===== src/rtl/alu_arbiter.sv =====
// ============================================================================
// Module   : alu_arbiter
// Purpose  : Round-robin two-requester front end for one shared ALU (IDLE/EXEC/RESP).
//            Optional ALU_ARB_CNT_EN adds per-requester completed-response counters.
// Revision : 1.0  initial release
// ============================================================================
`default_nettype none

module alu_arbiter #(
   parameter int unsigned MUL_LAT = 2
) (
   input  logic       clk,
   input  logic       rst_n,
   input  logic       req0_valid,
   output logic       req0_ready,
   input  logic [7:0] req0_a,
   input  logic [7:0] req0_b,
   input  logic [3:0] req0_sel,
   input  logic       req1_valid,
   output logic       req1_ready,
   input  logic [7:0] req1_a,
   input  logic [7:0] req1_b,
   input  logic [3:0] req1_sel,
   output logic       rsp0_valid,
   input  logic       rsp0_ready,
   output logic [7:0] rsp0_out,
   output logic       rsp0_carry,
   output logic       rsp1_valid,
   input  logic       rsp1_ready,
   output logic [7:0] rsp1_out,
   output logic       rsp1_carry,
   output logic [7:0] alu_a,
   output logic [7:0] alu_b,
   output logic [3:0] alu_sel,
   input  logic [7:0] alu_out,
   input  logic       alu_carry,
`ifdef ALU_ARB_CNT_EN
   output logic [15:0] done0_cnt,
   output logic [15:0] done1_cnt,
`endif
   output logic       busy
);

   typedef enum logic [1:0] {
      S_IDLE = 2'd0,
      S_EXEC = 2'd1,
      S_RESP = 2'd2
   } state_t;

   localparam logic [2:0] c_MUL_WAIT = 3'(MUL_LAT - 1);
   localparam logic [3:0] c_SEL_MUL  = 4'd2;

   state_t     r_state;
   state_t     w_state_nxt;
   logic       r_rr_ptr;     // 1 = req1 wins the next contention
   logic       r_gnt_id;
   logic [7:0] r_a;
   logic [7:0] r_b;
   logic [3:0] r_sel;
   logic [2:0] r_wait;
   logic [7:0] r_res;
   logic       r_carry;

   logic       w_gnt;
   logic       w_acc;
   logic       w_exec_last;
   logic       w_rsp_done;
   logic [7:0] w_a;
   logic [7:0] w_b;
   logic [3:0] w_sel;

   always_comb begin
      w_gnt = r_rr_ptr;
      if (req0_valid && !req1_valid) begin
         w_gnt = 1'b0;
      end else if (req1_valid && !req0_valid) begin
         w_gnt = 1'b1;
      end
   end

   assign w_acc       = (r_state == S_IDLE) && (w_gnt ? req1_valid : req0_valid);
   assign w_exec_last = (r_state == S_EXEC) && (r_wait == 3'd0);
   assign w_rsp_done  = (r_state == S_RESP) && (r_gnt_id ? rsp1_ready : rsp0_ready);
   assign w_a         = w_gnt ? req1_a   : req0_a;
   assign w_b         = w_gnt ? req1_b   : req0_b;
   assign w_sel       = w_gnt ? req1_sel : req0_sel;

   always_comb begin
      w_state_nxt = r_state;
      case (r_state)
         S_IDLE:  if (w_acc)       w_state_nxt = S_EXEC;
         S_EXEC:  if (w_exec_last) w_state_nxt = S_RESP;
         S_RESP:  if (w_rsp_done)  w_state_nxt = S_IDLE;
         default: w_state_nxt = S_IDLE;
      endcase
   end

   always_ff @(posedge clk or negedge rst_n) begin
      if (!rst_n) begin
         r_state <= S_IDLE;
      end else begin
         r_state <= w_state_nxt;
      end
   end

   always_ff @(posedge clk or negedge rst_n) begin
      if (!rst_n) begin
         r_rr_ptr <= 1'b0;
         r_gnt_id <= 1'b0;
         r_a      <= '0;
         r_b      <= '0;
         r_sel    <= '0;
         r_wait   <= '0;
         r_res    <= '0;
         r_carry  <= 1'b0;
      end else begin
         if (w_acc) begin
            r_rr_ptr <= ~w_gnt;
            r_gnt_id <= w_gnt;
            r_a      <= w_a;
            r_b      <= w_b;
            r_sel    <= w_sel;
            r_wait   <= (w_sel == c_SEL_MUL) ? c_MUL_WAIT : 3'd0;
         end else if ((r_state == S_EXEC) && (r_wait != 3'd0)) begin
            r_wait <= r_wait - 3'd1;
         end
         if (w_exec_last) begin
            r_res   <= alu_out;
            r_carry <= alu_carry;
         end
      end
   end

`ifdef ALU_ARB_CNT_EN
   logic [15:0] r_done0_cnt;
   logic [15:0] r_done1_cnt;

   always_ff @(posedge clk or negedge rst_n) begin
      if (!rst_n) begin
         r_done0_cnt <= '0;
         r_done1_cnt <= '0;
      end else if (w_rsp_done) begin
         if (r_gnt_id) r_done1_cnt <= r_done1_cnt + 16'd1;
         else          r_done0_cnt <= r_done0_cnt + 16'd1;
      end
   end

   assign done0_cnt = r_done0_cnt;
   assign done1_cnt = r_done1_cnt;
`endif

   assign req0_ready = (r_state == S_IDLE) && !w_gnt;
   assign req1_ready = (r_state == S_IDLE) &&  w_gnt;
   assign rsp0_valid = (r_state == S_RESP) && !r_gnt_id;
   assign rsp1_valid = (r_state == S_RESP) &&  r_gnt_id;
   assign rsp0_out   = rsp0_valid ? r_res   : 8'd0;
   assign rsp0_carry = rsp0_valid ? r_carry : 1'b0;
   assign rsp1_out   = rsp1_valid ? r_res   : 8'd0;
   assign rsp1_carry = rsp1_valid ? r_carry : 1'b0;
   assign alu_a      = r_a;
   assign alu_b      = r_b;
   assign alu_sel    = r_sel;
   assign busy       = (r_state != S_IDLE);

endmodule

`default_nettype wire


===== config.mk =====
export PLATFORM = sky130hd
export DESIGN_NAME = alu_arbiter
export DESIGN_NICKNAME = d
export VERILOG_FILES = /design/src/rtl/alu_arbiter.sv
export SDC_FILE = /design/constraint.sdc
export NUM_CORES = 1
export LEC_CHECK = 0
export CORE_AREA = 3 3 72 74
export CTS_CLUSTER_DIAMETER = 100
export DETAILED_ROUTE_END_ITERATION = 10
export DIE_AREA = 0 0 75 77
export PLACE_DENSITY_LB_ADDON = 0.12
export SLEW_MARGIN = 20
export SYNTH_ARGS = -nofsm -noshare
export SYNTH_HDL_FRONTEND = slang
export SYNTH_SLANG_ARGS = --single-unit

===== constraint.sdc =====
create_clock -name clk -period 2.2 [get_ports clk]
set_clock_uncertainty 0.15 [all_clocks]
set_input_delay 0.33 -clock clk [delete_from_list [all_inputs] [get_ports clk]]
set_output_delay 0.33 -clock clk [all_outputs]
set_load 0.1 [all_outputs]

======== Yosys cells after proc, flatten, opt, wreduce, memory -nomap -nowiden ========
Index checks and enable logic that the tools add are counted.
storage, ports and cells
  flip-flop bits (word level) ............. 36
  input port bits ......................... 55
  output and inout bits ................... 43
  word-level logic and storage cells ...... 55
operators by class
  add/sub/neg operators ................... 1
  equality and inequality tests ........... 6
  multiplexer cells ....................... 18
  bitwise logic cells ..................... 1
  reductions and logical operators ........ 20
operator list
  cell                   number
  $mux W8                4
  $logic_and A1 B1 Y1    10
  $mux W1                7
  $mux W2                3
  $mux W3                2
  $ne A2 B2 Y1 const B   3
  $pmux W2 S3            1
  $eq A4 B2 Y1 const B   1
  $logic_not A1 Y1       4
  $mux W4                1
  $reduce_bool A2 Y1     2
  $logic_not A3 Y1       1
  $reduce_and A3 Y1      1
  $reduce_bool A3 Y1     1
  $sub A3 B1 Y3 const B  1
  $eq A2 B1 Y1 const B   1
  $eq A2 B2 Y1 const B   1
  $logic_not A2 Y1       1
  $not A1 Y1             1

======== Depth between registers and ports, before layout ========
  depth in word-level cells ............... 8
  depth in mapped cells ................... 6
  mapped depth without buffers ............ 6

======== Least setup slack after synthesis ========
No wires, ideal clock.
  path type ............................... register to output
  start ................................... register r_state[0]
  end ..................................... output port rsp0_carry
  data arrival time ....................... 2.893 ns
  required time ........................... 1.720 ns
  slack ................................... -1.173 ns
  stages on the path, launching flop included .. 4
  path buffers ............................ 0
  path through ............................ dfrtp_1 > nand2b_1 > nor2_1 > and2_1
on the way
  longest elaborated chain between the ends .. 3
ends and longest elaborated chain
  what                      line  RTL
  start: declaration        53    state_t r_state;
  start signal: assignment  102   r_state <= w_state_nxt;
  $eq A2 B2 Y1              154   assign rsp0_valid = (r_state == S_RESP) && !r_gnt_id;
  $logic_and A1 B1 Y1       154
  via rsp0_valid            24    output logic rsp0_valid,
  $mux W1                   157   assign rsp0_carry = rsp0_valid ? r_carry : 1'b0;
  end: declaration          27    output logic rsp0_carry,
The timed path passes the listed nets, and every way through them passes these cells.

======== Final worst setup path ========
  start ................................... input port req0_valid
  end ..................................... output port req0_ready
on the way
  longest elaborated chain between the ends .. 6
  elaborated cells on any way between the ends .. 7
  those cells by class .................... mux: 2; reduce/logical: 5
ends and longest elaborated chain
  what                   line  RTL
  start: declaration     14    input logic req0_valid,
  $logic_not A1 Y1       76    end else if (req1_valid && !req0_valid) begin
  $logic_and A1 B1 Y1    76
  $mux W1                76
  $mux W1 *              74    if (req0_valid && !req1_valid) begin
  $logic_not A1 Y1 *     152   assign req0_ready = (r_state == S_IDLE) && !w_gnt;
  $logic_and A1 B1 Y1 *  152
  end: declaration       15    output logic req0_ready,
Every way passes the cells marked *; elsewhere a longest branch is shown, timed or not.

==> results.rst <==
.. list-table::
   :header-rows: 1

   * - Metric
     - Value
   * - Clock Sink Count
     - 36
   * - Most common cell in the netlist
     - dfrtp_1
   * - Share of flip-flops with an asynchronous set or reset after synthesis
     - 100.0%
   * - Number of global-route vias before repair
     - 1536
   * - Final wirelength
     - approximately 4.5 mm
   * - Synth Area per Inst
     - 11.38 um2
   * - Highest net fanout along the worst path
     - 5
   * - Maximum capacitance violations
     - 0
   * - Multi-input combinational cell area
     - between 700 and 800 um2
   * - Placement Setup Slack
     - -0.01638 ns
   * - Type of the worst setup path
     - input port to primary output
   * - Die ar.
     - roughly 5800 um2
   * - Cell count after synthesis
     - about 150
   * - # setup viols final
     - 0
   * - Clock tree root driver cell
     - clkbuf_8
   * - HPWL after DPL
     - between 3 and 4 mm
   * - Number of placed I/O pins
     - 98
   * - Overall global routing resource usage
     - ~16%
   * - Metal2 WL
     - 2.259 mm
   * - Final Max Slew Viols
     - 0
   * - Worst rel slew slack
     - 46.54%
   * - Cell area after placement
     - 2995 um2
   * - CTS tree
     - yes
   * - Hold Fails Final Rpt
     - 20
   * - Failing checks
     - hold timing
   * - Final Cycle Share
     - between 90 and 100%
   * - Routability-driven placement congestion ratio
     - roughly 0.75
   * - Fraction of the mapped netlist area in simple logic gates
     - ~14%
   * - Flip-flop and latch count after synthesis
     - 36
   * - Slack of the critical path
     - a little over 0.1 ns
   * - Critical path arrival
     - 1.62 ns
   * - Proportion of layout cells with a drive suffix above 1
     - a little under two fifths
   * - Number of antenna violations at the first check in global routing
     - 0
   * - Tightest Hold Check Type
     - input port to asynchronous set/reset pin
   * - Worst setup EP type
     - primary output
   * - Clock buffer depth
     - 2
   * - Final net count
     - around 320
   * - Later-pin clock latency in the skew report
     - about 0.28 ns
   * - Met3 wire length
     - roughly 340 um
   * - Largest net degree at the start of global routing
     - 37
   * - Syn-to-layout area delta
     - 77.71%
   * - CTS H-tree depth
     - 2
   * - Number of filler instances in the final layout
     - 360
   * - Count of hold buffers inserted by post-cts repair
     - 0
   * - Wire length on met1
     - 1.914 mm
   * - Post-synthesis instance area
     - approximately 1700 um2
   * - Largest incremental delay on the critical path
     - around 0.53 ns
   * - Uppermost signal routing layer after detailed routing
     - met4
   * - Synthesized-area fraction occupied by ao, oa, aoi and oai cells
     - approximately 16%
   * - DR pass1 iterations
     - 9
   * - DRC viols
     - 0
   * - Achievable clock frequency
     - roughly 480 MHz
   * - Data required time at the worst endpoint
     - between 1.5 and 2 ns
   * - Top_reg_cell synth
     - dfrtp_1
   * - Worst-margin pin slew
     - between 0.8 and 0.9 ns
   * - Sequential cell area fraction in the yosys report
     - 51.76%
   * - CP startpoint kind
     - input port
   * - Total number of vias
     - roughly 1600
   * - Min Tclk post-route
     - around 2.1 ns
   * - Total area of sequential cells
     - ~900 um2
   * - Final global-route overflow total
     - 0
   * - Multiplexer area fraction after synthesis
     - a little under a tenth
   * - Main area contributors after synthesis
     - dfrtp_1 52%, a222oi_1 9.2%, mux2_2 9.1%
   * - Hold WS
     - -0.02662 ns
   * - Die outline height
     - between 70 and 80 um
   * - Area share of the largest cell type after synthesis
     - roughly 52%
   * - Share of the synthesized netlist area taken by xor and xnor gates
     - 0.5032%
   * - Count of buffers from port buffering
     - just under 100
   * - Synthesized netlist net count
     - between 200 and 250
   * - Setup repair after global routing missed its margin
     - false
   * - Crit path max-delay cell type
     - clkdlybuf4s50_1
   * - Number of enable-type register cells in the synthesized netlist
     - 0
   * - Antenna diode instance count
     - 0
   * - Synth unique cells
     - 33
   * - 1st-iter DRT viols
     - ~110
   * - Number of rows created at floorplan
     - 25
   * - Count of warnings emitted by yosys
     - 0
   * - Cell type contributing the most total cell area after synthesis
     - dfrtp_1
   * - Clock transition time at the flip-flop clock pins of the worst setup and hold paths
     - roughly 0.070 ns
   * - Core area
     - ~4700 um2
   * - Combinational family with the most area after synthesis
     - compound AO/OA/AOI/OAI gates
   * - Run status
     - complete, but fails checks
   * - Wire length per cell after detailed routing
     - 14.53 um
   * - Total CTS buffers
     - 5
   * - ANT nets after route
     - 0
   * - Ordered list of cells on the worst path
     - clkdlybuf4s50_1, nand2b_2, a21oi_4, and2_1, buf_12
   * - Initial Util
     - 37.34%
   * - Minimum setup slack among reg-to-reg paths
     - 0.35 ns
   * - Global-route wire length before repair
     - between 7 and 8 mm
   * - Share of synthesized cell area in full adder, half adder and majority cells
     - ~1.4%
   * - Total non-filler cell area in the finished layout
     - a little over 3000 um2
   * - Vias per cell
     - approximately 5
   * - Synth cell count leaders
     - 36 x dfrtp_1, 21 x inv_1, 20 x and2_1, 16 x a222oi_1, 14 x mux2_2
   * - Width of the die
     - 75 um
## metal layers
metal / global-route usage, % / vias to the layer above
met5: 0 / -
met4: 4.270 / 0
met3: 5.111 / 5
met2: 25.26 / 69
met1: 21.20 / 738
li1: - / 756
## registers in the layout, summed over array words and instances (netlist names)
| signal | cells |
|---|---|
| alu_a | 8 |
| alu_b | 8 |
| alu_sel | 4 |
| r_carry | 1 |
| r_gnt_id | 1 |
| r_res | 8 |
| r_rr_ptr | 1 |
| r_state | 2 |
| r_wait | 3 |
## repair_timing
action,CTS,global route
setup buffers,0,0
gates resized for setup,0,1
endpoints found under the setup margin,0,1
## critical path: cells and delay by family
kind / cells / cell delay (ns)
AOI/OAI and AO/OA: 1 / 0.25
and+or+nand+nor: 2 / 0.32
buffers and inverters: 2 / 0.71
## metrics by stage
step / setup TNS [ns] / hold slack [ns] / utilization [%] / instances
after CTS: 0 / 0.002772 / 66.20 / 313
after detailed placement: -0.01638 / 0.3143 / 64.27 / 305
after global placement: 0 / 0.3077 / 64.27 / 305
after floorplan: -0.6812 / -0.1156 / - / 153
after global routing: 0 / 0.04000 / 66.36 / 313
final: 0 / -0.02662 / 66.36 / 313
## path summary, 6_finish.rpt
kind,to,cells past startpoint,startpoint
hold / removal,alu_sel[3]$_DFFE_PN0P_,1,rst_n
setup / recovery,req0_ready,5,req0_valid
hold reg to reg,alu_b[7]$_DFFE_PN0P_,2,alu_b[7]$_DFFE_PN0P_
setup reg to reg,alu_b[2]$_DFFE_PN0P_,4,r_state[0]$_DFFE_PN0P_
min in group clk,alu_b[7]$_DFFE_PN0P_,2,alu_b[7]$_DFFE_PN0P_
max in group asynchronous,alu_sel[1]$_DFFE_PN0P_,1,rst_n
## cells by family after synthesis
kind of cell / after synthesis
and+or+nand+nor: 41
xor gates and xnor gates: 1
adders and majority gates: 2
buffers and inverters: 27
muxes: 14
AOI/OAI and AO/OA: 32
DFF: 36
## layout by cell type (no fill, tap or decap), drive strengths merged
| master | n |
|---|---|
| nand2 | 5 |
| o21ai | 4 |
| nor2 | 5 |
| a21oi | 2 |
| nor2b | 3 |
| a211o | 1 |
| clkbuf | 8 |
| a211oi | 1 |
| buf | 51 |
| a21o | 2 |
| and3 | 3 |
| xnor2 | 1 |
| nand3 | 1 |
| o41ai | 1 |
| o221ai | 1 |
| ha | 2 |
| a22o | 1 |
| o22ai | 2 |
| a222oi | 16 |
| mux2 | 14 |
| o31ai | 1 |
| nand2b | 4 |
| dfrtp | 36 |
| clkdlybuf4s50 | 53 |
| and2 | 20 |
| inv | 21 |
## final cells by class
cell class | count | area share [%]
sequential | 36 | 29.13
clock buffer | 8 | 2.913
timing repair buffer | 104 | 38.35
multi-input combinational | 90 | 24.88
tap | 54 | 2.184
inverter | 21 | 2.549
Power is not shown: default switching activity piles up to over one toggle a cycle in this logic, so the estimate is an artifact.
